**src/rtl/camera_pkg.sv**
```systemverilog
// camera_pkg: shared opcodes, capture FSM states and status bit positions
package camera_pkg;
  localparam logic [7:0] OP_CAPTURE  = 8'h20;
  localparam logic [7:0] OP_READ     = 8'h22;
  localparam logic [7:0] OP_SET_ADDR = 8'h23;
  localparam logic [7:0] OP_WINDOW   = 8'h24;
  localparam logic [7:0] OP_FORMAT   = 8'h30;
  localparam logic [7:0] OP_IMG_SIZE = 8'h31;
  localparam logic [7:0] OP_STATUS   = 8'h32;
  typedef enum logic [1:0] {ST_IDLE, ST_ARM, ST_WAIT_SOF, ST_ACTIVE} cap_state_t;
  localparam int STAT_BUSY       = 0;
  localparam int STAT_IMG_VALID  = 1;
  localparam int STAT_ERR_BUSY   = 2;
  localparam int STAT_ERR_WINDOW = 3;
endpackage

```
**src/rtl/image_capture_ctrl_sync_2ff.sv**
```systemverilog
// sync_2ff: two-flop synchroniser with asynchronous active-low reset
module sync_2ff (
  input  logic clk,
  input  logic rst_n,
  input  logic d,
  output logic q
);
  logic meta;
  always_ff @(posedge clk or negedge rst_n)
    if (!rst_n) {q, meta} <= 2'b00;
    else {q, meta} <= {meta, d};
endmodule

```
**src/rtl/image_capture_ctrl.sv**
```systemverilog
// image_capture_ctrl: host-command driven capture FSM, crop window, image buffer readout
module image_capture_ctrl
  import camera_pkg::*;
#(
  parameter int SENSOR_X_SIZE = 1280,
  parameter int SENSOR_Y_SIZE = 720,
  parameter int ADDR_BITS     = 16
) (
  input  logic                 clock_spi_in,
  input  logic                 reset_spi_n_in,
  input  logic [7:0]           op_code_in,
  input  logic                 op_code_valid_in,
  input  logic [7:0]           operand_in,
  input  logic                 operand_valid_in,
  input  logic [31:0]          operand_count_in,
  output logic [7:0]           response_out,
  output logic                 response_valid_out,
  input  logic                 frame_valid_in,
  input  logic [19:0]          image_size_in,
  input  logic                 image_valid_in,
  input  logic [7:0]           read_data_in,
  output logic [ADDR_BITS-1:0] read_address_out,
  output logic                 capture_start_out,
  output logic                 buffer_clear_out,
  output logic [10:0]          x_crop_start_out,
  output logic [10:0]          x_crop_end_out,
  output logic [9:0]           y_crop_start_out,
  output logic [9:0]           y_crop_end_out,
  output logic [10:0]          x_size_out,
  output logic [9:0]           y_size_out,
  output logic                 jpeg_sel_out,
  output logic                 busy_out
);
  localparam int AW = ADDR_BITS > 16 ? ADDR_BITS : 16;
  cap_state_t state;
  logic fv_s, op_vld_d, opd_vld_d, err_busy, err_window;
  logic [7:0] op_last;
  logic [15:0] st_xs, st_xe, st_ys, st_ye;
  logic op_rise, op_fall, opd_rise, is_idle, wr, cap_req, cap_go, win_ok, rsp_we;
  logic [7:0] img_byte, status, rsp_next;
  logic [AW-1:0] addr_ext;
  logic [ADDR_BITS-1:0] addr_set, addr_inc;
  sync_2ff u_fv_sync (
    .clk  (clock_spi_in),
    .rst_n(reset_spi_n_in),
    .d    (frame_valid_in),
    .q    (fv_s)
  );
  assign busy_out   = state != ST_IDLE;
  assign x_size_out = x_crop_end_out - x_crop_start_out - 11'd2;
  assign y_size_out = y_crop_end_out - y_crop_start_out - 10'd2;
  always_comb begin
    op_rise  = op_code_valid_in & ~op_vld_d;
    op_fall  = ~op_code_valid_in & op_vld_d;
    opd_rise = operand_valid_in & ~opd_vld_d;
    is_idle  = state == ST_IDLE;
    wr       = op_code_valid_in & operand_valid_in;
    cap_req  = op_rise && op_code_in == OP_CAPTURE;
    cap_go   = (is_idle && cap_req && !fv_s) || (state == ST_ARM && !fv_s);
    win_ok   = 32'(st_xe) >= 32'(st_xs) + 32'd4 && 32'(st_ye) >= 32'(st_ys) + 32'd4 &&
               32'(st_xe) <= 32'(SENSOR_X_SIZE) && 32'(st_ye) <= 32'(SENSOR_Y_SIZE) && is_idle;
    img_byte = !image_valid_in ? 8'h00 :
               operand_count_in == 32'd0 ? image_size_in[7:0] :
               operand_count_in == 32'd1 ? image_size_in[15:8] :
               operand_count_in == 32'd2 ? {4'h0, image_size_in[19:16]} : 8'h00;
    status = '0;
    status[STAT_BUSY]       = busy_out;
    status[STAT_IMG_VALID]  = image_valid_in;
    status[STAT_ERR_BUSY]   = err_busy;
    status[STAT_ERR_WINDOW] = err_window;
    rsp_next = op_code_in == OP_IMG_SIZE ? img_byte : op_code_in == OP_STATUS ? status : read_data_in;
    rsp_we   = op_code_valid_in && (op_code_in == OP_IMG_SIZE || op_code_in == OP_STATUS ||
               (op_code_in == OP_READ && opd_rise));
    addr_ext = AW'(read_address_out);
    if (operand_count_in == 32'd0) addr_ext[7:0] = operand_in;
    if (operand_count_in == 32'd1) addr_ext[15:8] = operand_in;
    addr_set = ADDR_BITS'(addr_ext);
    addr_inc = &read_address_out ? read_address_out : read_address_out + 1'b1;
  end
  always_ff @(posedge clock_spi_in or negedge reset_spi_n_in)
    if (!reset_spi_n_in) begin
      state              <= ST_IDLE;
      op_vld_d           <= 1'b0;
      opd_vld_d          <= 1'b0;
      op_last            <= 8'h00;
      capture_start_out  <= 1'b0;
      buffer_clear_out   <= 1'b0;
      response_out       <= 8'h00;
      response_valid_out <= 1'b0;
      read_address_out   <= '0;
      jpeg_sel_out       <= 1'b1;
      err_busy           <= 1'b0;
      err_window         <= 1'b0;
      x_crop_start_out   <= '0;
      x_crop_end_out     <= 11'(SENSOR_X_SIZE);
      y_crop_start_out   <= '0;
      y_crop_end_out     <= 10'(SENSOR_Y_SIZE);
      st_xs              <= '0;
      st_xe              <= 16'(SENSOR_X_SIZE);
      st_ys              <= '0;
      st_ye              <= 16'(SENSOR_Y_SIZE);
    end else begin
      op_vld_d           <= op_code_valid_in;
      opd_vld_d          <= operand_valid_in;
      capture_start_out  <= cap_go;
      buffer_clear_out   <= cap_go;
      response_valid_out <= op_code_valid_in &&
                            (op_code_in == OP_READ || op_code_in == OP_IMG_SIZE || op_code_in == OP_STATUS);
      if (op_code_valid_in) op_last <= op_code_in;
      case (state)
        ST_IDLE:     if (cap_req) state <= fv_s ? ST_ARM : ST_WAIT_SOF;
        ST_ARM:      if (!fv_s) state <= ST_WAIT_SOF;
        ST_WAIT_SOF: if (fv_s) state <= ST_ACTIVE;
        default:     if (!fv_s) state <= ST_IDLE;
      endcase
      if (op_fall && op_last == OP_STATUS) {err_window, err_busy} <= 2'b00;
      if (cap_req && !is_idle) err_busy <= 1'b1;
      if (op_fall && op_last == OP_WINDOW) begin
        if (win_ok) begin
          x_crop_start_out <= st_xs[10:0];
          x_crop_end_out   <= st_xe[10:0];
          y_crop_start_out <= st_ys[9:0];
          y_crop_end_out   <= st_ye[9:0];
        end else err_window <= 1'b1;
      end
      if (wr && op_code_in == OP_WINDOW)
        case (operand_count_in)
          32'd0:   st_xs[7:0]  <= operand_in;
          32'd1:   st_xs[15:8] <= operand_in;
          32'd2:   st_xe[7:0]  <= operand_in;
          32'd3:   st_xe[15:8] <= operand_in;
          32'd4:   st_ys[7:0]  <= operand_in;
          32'd5:   st_ys[15:8] <= operand_in;
          32'd6:   st_ye[7:0]  <= operand_in;
          32'd7:   st_ye[15:8] <= operand_in;
          default: ;
        endcase
      if (wr && op_code_in == OP_FORMAT && is_idle) jpeg_sel_out <= ~operand_in[0];
      if (rsp_we) response_out <= rsp_next;
      if (op_code_valid_in && op_code_in == OP_READ && opd_rise) read_address_out <= addr_inc;
      if (wr && op_code_in == OP_SET_ADDR) read_address_out <= addr_set;
      if (cap_go) read_address_out <= '0;
    end
endmodule

```
**config.mk**
```make
export PLATFORM = sky130hd
export DESIGN_NAME = image_capture_ctrl
export DESIGN_NICKNAME = d
export VERILOG_FILES = /design/src/rtl/camera_pkg.sv /design/src/rtl/image_capture_ctrl_sync_2ff.sv /design/src/rtl/image_capture_ctrl.sv
export SDC_FILE = /design/constraint.sdc
export NUM_CORES = 1
export LEC_CHECK = 0
export ABC_AREA = 1
export CAP_MARGIN = 20
export CORE_MARGIN = 2
export CORE_UTILIZATION = 54
export DETAILED_ROUTE_END_ITERATION = 6
export PLACE_DENSITY = 0.82
export SYNTH_ARGS = -nofsm -noshare
export SYNTH_HDL_FRONTEND = slang
export SYNTH_HIERARCHICAL = 1
export SYNTH_SLANG_ARGS = --single-unit
```
**constraint.sdc**
```tcl
create_clock -name clock_spi_in -period 3.75 [get_ports clock_spi_in]
set_input_delay 0.5625 -clock clock_spi_in [delete_from_list [all_inputs] [get_ports clock_spi_in]]
set_output_delay 0.5625 -clock clock_spi_in [all_outputs]
set_load 0.01 [all_outputs]
```
==> results.cfg, run 1 <==
[critical_path]
endpoint_kind = output port
cp_common_cell = inv_1
crit_required_ns = 3.19
timing_worst_setup_path_type = reg2out
max_stage_delay_ns = 0.55
arrival_ns = 2.97
path_cells = inv_1 > ha_1 > inv_1 > ha_1 > inv_1 > nor3_1 > nand3_1 > nand4_1 > xnor2_1 > clkdlybuf4s50_1
cp_top_family = buffers and inverters
ff2ff_path_depth = 21
path_buf_inv = 4
critical_path.max_fanout = 3
slowest_stage = clkdlybuf4s50_1
r2r_end = y_crop_start_out[8]
reg2reg_from = st_xs[4]
cp-start-kind = flip-flop
ff2ff_setup_slack_ns = 0.35
cp_num_cells = 10

[sta]
worstMarginPinSlew_ns = 0.854
hold_violations = 0
finalWorstSetupSlack_ns = 0.218
fmax_mhz = 283
rsz0062_at_grt = no
drv_slew = 0
fin_setup_tns_ns = 0
setup_viol = 0
finalCritPeriodShare_pct = 94.2
skew_ns = 0.00428
maxSlewHeadroom_pct = 43.1
period_minus_slack_ns = 3.53

[power_and_ir_drop]
switching_share_pct = 26.3
p_per_area_nw_per_um2 = 353
p_switching_mw = 1.12
clock_power_share_pct = 44.4
seq_power_share_pct = 40.9
internal-power_mw = 3.14
leakage_nw = 5.87
combPwrFrac_pct = 14.7
power_mw = 4.26
peakVddDrop_uv = 393

[synthesis]
yosysWarnings = 6
synth_largest_area_cell = dfrtp_1
synth_edf_count = 0
syn-num-nets = 1394
ys_seq_elements = 149
synth.most_common_cell = nand2_1
synth_top_area_share_pct = 36.1
synthTopCellsByArea = dfrtp_1 (36%), nand2_1 (14%), ha_1 (10%)
syn_area_per_cell_um2 = 7.63
syn_inst = 1235
ys.flop_type = dfrtp_1
synth_area_um2 = 9430
ys_types = 46
yosysSeqAreaShare_pct = 39.7
netlist_top_cells_count = nand2_1 (342), inv_1 (158), dfrtp_1 (136)
ys_async_sr_fraction_pct = 100

[clock_tree]
htreeDepth = 4
clock_sinks = 149
clockBufferDepth = 2
cts_root_buffer = clkbuf_16
path_clk_slew_ns = 0.06
cts_tree = yes
worst_skew_pair.late_latency_ns = 0.43
numCtsBuffers = 17
holdBufCountCts = 0

[finish]
nets = 1568
drive_gt1_share_pct = 6.54
fin_util_pct = 70.3
area.growth.synth_to_final_pct = 28.1
n_antenna_cell = 0

[die]
die_y_um = 136
pin_count = 174
fp-row-count = 48
core_area_um2 = 17200
die_w_um = 136
die_area_um2 = 18500
start_util_pct = 54.9

[routing]
drt_wl_total_um = 23700
wl_met1_um = 10300
viasPerCell = 5.34
wl_met2_um = 11400
route.detailed.drc = 0
drt_iter0_drc = 700
top_layer = met4
vias = 8795
ant_nets = 0
firstDrtPassIters = 5
wl_per_cell_um = 14.4
wl_met3_um = 1470

[global_route]
globalRouteOverflowTotal = 0
track_usage_pct = 27.1
grt_max_degree = 95
grt_pass1_vias = 8435
antenna_found_initial = 0
grt_pass1_wl_um = 40200

[placement]
pre_cts_slack_ns = 0.195
dp_hpwl_um = 17400
globalplace.congestion = 0.887
port_buffers = 173

[run]
max_cap_viol_count = 0

[run_status]
status = completed

[min_path]
hp-class = in2async
-- registers in the layout, summed over array words and instances, names as in the netlist, 2 cells and up --
name,flops
read_address_out,16
st_xe,16
st_xs,16
st_ye,16
st_ys,16
x_crop_end_out,11
x_crop_start_out,11
y_crop_end_out,10
y_crop_start_out,10
op_last,8
response_out,8
state,2
-- power by group through the flow --
stage	combinational, mW	sequential [mW]	clock [mW]
6_report	0.627	1.74	1.89
5_1_grt	0.691	1.76	1.99
4_1_cts	0.629	1.74	1.91
3_5_place_dp	0.619	1.77	0
3_3_place_gp	0.605	1.77	0
2_1_floorplan	0.308	1.77	0
-- per-layer routing --
metal	vias to the layer above	global-route usage [%]
li1	4345	-
met1	4108	36.7
met2	296	43.8
met3	46	5.37
met4	0	8.91
met5	-	0
-- cell type report --
type	count	area (um^2)
fill	1423	5100
clock inverter	14	225
tap	225	282
clock buffer	18	429
multi-input combinational	895	4950
sequential	149	3740
timing repair buffer	182	1830
inverter	164	616
-- kinds of logic after synthesis --
family / after synthesis / share of synthesized area [%]
xor gates and xnor gates: 49 / 4.55
and+or+nand+nor: 600 / 27.1
muxes: 1 / 0.106
AOI/OAI and AO/OA: 168 / 9.97
buffers and inverters: 191 / 8.12
adders and majority gates: 77 / 10.4
DFF: 149 / 39.7
-- stage by stage --
step,cell area (um^2),std cells,hold WS (ns)
after global routing,12100,1647,0.261
after CTS,12100,1647,0.238
after global placement,11400,1613,0.340
final,12100,1647,0.183
after floorplan,9430,1235,0.267
after detailed placement,11400,1613,0.339
-- worst max path at each step --
stage | end | slack, ns | from
finish | x_size_out[10] | 0.22 | x_crop_end_out[8]
global route | y_crop_start_out[8] | 0.006 | st_xs[4]
CTS | x_size_out[7] | 0.13 | x_crop_start_out[1]
detailed placement | y_size_out[9] | 0.19 | y_crop_end_out[1]
global placement | y_size_out[9] | 0.28 | y_crop_start_out[1]
floorplan | y_size_out[9] | 0.85 | y_crop_start_out[1]
-- repair_timing --
item | 4_1_cts | 5_1_grt
setup endpoints to repair | 2 | 46
buffers inserted | 2 | 0
resized for setup | 8 | 5
gates cloned | 0 | 0
pin swaps | 1 | 0
-- cell usage in the layout (no fill, tap or decap), drive strengths merged, types with 4 or more instances in the layout --
cell type,synthesis,routed
dfstp,13,13
nor3,11,11
buf,18,10
nor4,6,6
nand3,100,100
a21oi,44,44
clkinv,2,6
nor2,109,109
bufinv,0,5
xor2,30,30
nand2,345,345
inv,162,165
o211ai,4,4
dfrtp,136,136
clkbuf,9,18
xnor2,19,19
clkdlybuf4s50,0,168
nand4,23,23
o21ai,109,109
ha,75,75
Power figures use the tool's default switching activity.
==> inputs of run 2 (changes only) <==
- SETUP_SLACK_MARGIN: unset -> 0.4
==> run 2 against run 1 <==
Worst setup slack better by 0.19 ns. Flip-flop and latch count stayed put. First-iteration DRC count up 13%. Critical endpoint is now y_size_out[9].
==> results.cfg, run 2 (synthesized netlist as in run 1, its figures left out) <==
[routing]
wl_per_cell_um = 15.1
drt_iter0_drc = 793
top_layer = met4
wl_met2_um = 12400
firstDrtPassIters = 7
viasPerCell = 5.40
route.detailed.drc = 0
wl_met1_um = 10600
ant_nets = 0
wl_met3_um = 1650
vias = 9061
drt_wl_total_um = 25300

[power_and_ir_drop]
leakage_nw = 6.07
p_per_area_nw_per_um2 = 340
power_mw = 4.27
peakVddDrop_uv = 393

[die]
die_w_um = 136
pin_count = 174
fp-row-count = 48
start_util_pct = 54.9
core_area_um2 = 17200
die_area_um2 = 18500
die_y_um = 136

[critical_path]
timing_worst_setup_path_type = reg2out
cp-start-kind = flip-flop
cp_top_family = simple AND/OR/NAND/NOR gates
arrival_ns = 2.78
critical_path.max_fanout = 4
path_buf_inv = 3
max_stage_delay_ns = 0.55
cp_common_cell = nand2_1
endpoint_kind = output port
slowest_stage = dfstp_2
crit_required_ns = 3.19
path_cells = inv_1 > ha_1 > inv_1 > ha_4 > nand2_1 > o21ai_2 > nand2_1 > nand2_1 > nand2_1 > nand2_2 > nand2_1 > nand2_1 > a21oi_1 > or2_2 > nand2_1 > buf_2

[finish]
drive_gt1_share_pct = 11.2
final_cell_mix = nand2_1 (341), clkdlybuf4s50_1 (161), inv_1 (153), dfrtp_1 (127), nor2_1 (103)
final_cell_area_um2 = 12500
final_common_cell = nand2_1
multiInputGateArea_um2 = 5120
n_antenna_cell = 0
nets = 1599
fin_util_pct = 73.0
area.growth.synth_to_final_pct = 33.0
fill_cells = 1338
fin_cells = 1678
seq_area_um2 = 3760

[global_route]
grt_pass1_wl_um = 40400
grt_max_degree = 95
antenna_found_initial = 0
grt_pass1_vias = 8452
globalRouteOverflowTotal = 0
track_usage_pct = 27.2

[sta]
drv_slew = 0
fmax_mhz = 299
hold_violations = 0
fin_hold_ws_ns = 0.189
period_minus_slack_ns = 3.35
maxSlewHeadroom_pct = 42.7
setup_viol = 0
finalWorstSetupSlack_ns = 0.404
worstMarginPinSlew_ns = 0.859
rsz0062_at_grt = yes
finalCritPeriodShare_pct = 89.2
fin_setup_tns_ns = 0
skew_ns = 0.00450

[clock_tree]
numCtsBuffers = 17
cts_root_buffer = clkbuf_16
htreeDepth = 4
path_clk_slew_ns = 0.06
clockBufferDepth = 2
clock_sinks = 149
cts_tree = yes
worst_skew_pair.late_latency_ns = 0.43

[placement]
placed_cells = 1613
globalplace.congestion = 0.887
pre_cts_slack_ns = 0.195
dpl_cell_area_um2 = 11400
dp_hpwl_um = 17400
port_buffers = 173

[min_path]
hp-class = in2async

[run_status]
status = completed

[run]
max_cap_viol_count = 0
[run 2: cell count changes in the layout (fill, tap and decap cells not counted), moves of 4 or more]
cell	previous run	this run
buf_4	7	34
clkdlybuf4s50_1	168	161
dfrtp_1	136	127
dfrtp_2	0	9
ha_1	74	68
ha_4	1	6
inv_1	158	153
inv_2	4	9
nand3_1	96	90
nand3_2	3	8
nor2_1	107	103
[run 2: what timing repair did]
item,4_1_cts,5_1_grt
resized for setup,21,50
gates cloned,0,4
hold buffers,0,0
endpoints found under the setup margin,52,52
buffers inserted,7,22
pin swaps,2,15
[run 2: layout make-up]
cell class	instances	area share, %
Multi-Input combinational cell	895	40.9
Sequential cell	149	30.0
Timing Repair Buffer	213	16.8
Inverter	164	4.91
Clock buffer	18	3.42
Tap cell	225	2.25
Clock inverter	14	1.80
[run 2: worst register-to-register path, cell delays in order (launching register included)]
cell and delay, ns:
dfrtp_2 0.43, nand3_4 0.12, nor4_4 0.36, nand3_2 0.14, inv_1 0.09, nand4_1 0.10, xor2_1 0.18, ha_1 0.32
inv_1 0.07, or2_2 0.29, nand3_1 0.08, nor2_1 0.05, a21oi_2 0.15, nand2_1 0.10, nor2_4 0.16, buf_4 0.14
clkbuf_16 0.17, nand3_1 0.11, nand2_1 0.08
[run 2: power by group]
| part | total [mW] | internal, mW | leakage, nW | switching (mW) |
|---|---|---|---|---|
| Combinational | 0.628 | 0.277 | 3.78 | 0.350 |
| Sequential | 1.75 | 1.67 | 1.98 | 0.0716 |
| Clock | 1.89 | 1.19 | 0.313 | 0.703 |
| Total | 4.27 | 3.14 | 6.07 | 1.13 |
[run 2: per-layer routing]
| layer | track usage [%] | vias up |
|---|---|---|
| li1 | - | 4409 |
| met1 | 36.8 | 4260 |
| met2 | 44.1 | 342 |
| met3 | 5.41 | 50 |
| met4 | 8.74 | 0 |
| met5 | 0 | - |
[run 2: final timing paths]
check	from	end	slack, ns	depth (start not counted)
worst max-delay path	y_crop_end_out[4]	y_size_out[9]	0.40	16
max in group asynchronous	reset_spi_n_in	jpeg_sel_out	2.72	2
worst min register to register	u_fv_sync/meta	u_fv_sync/q	0.35	0
min in group clock_spi_in	u_fv_sync/meta	u_fv_sync/q	0.35	0
worst min-delay path	reset_spi_n_in	response_out[5]	0.19	1
worst max register to register	st_ys[2]	y_crop_start_out[3]	0.55	18
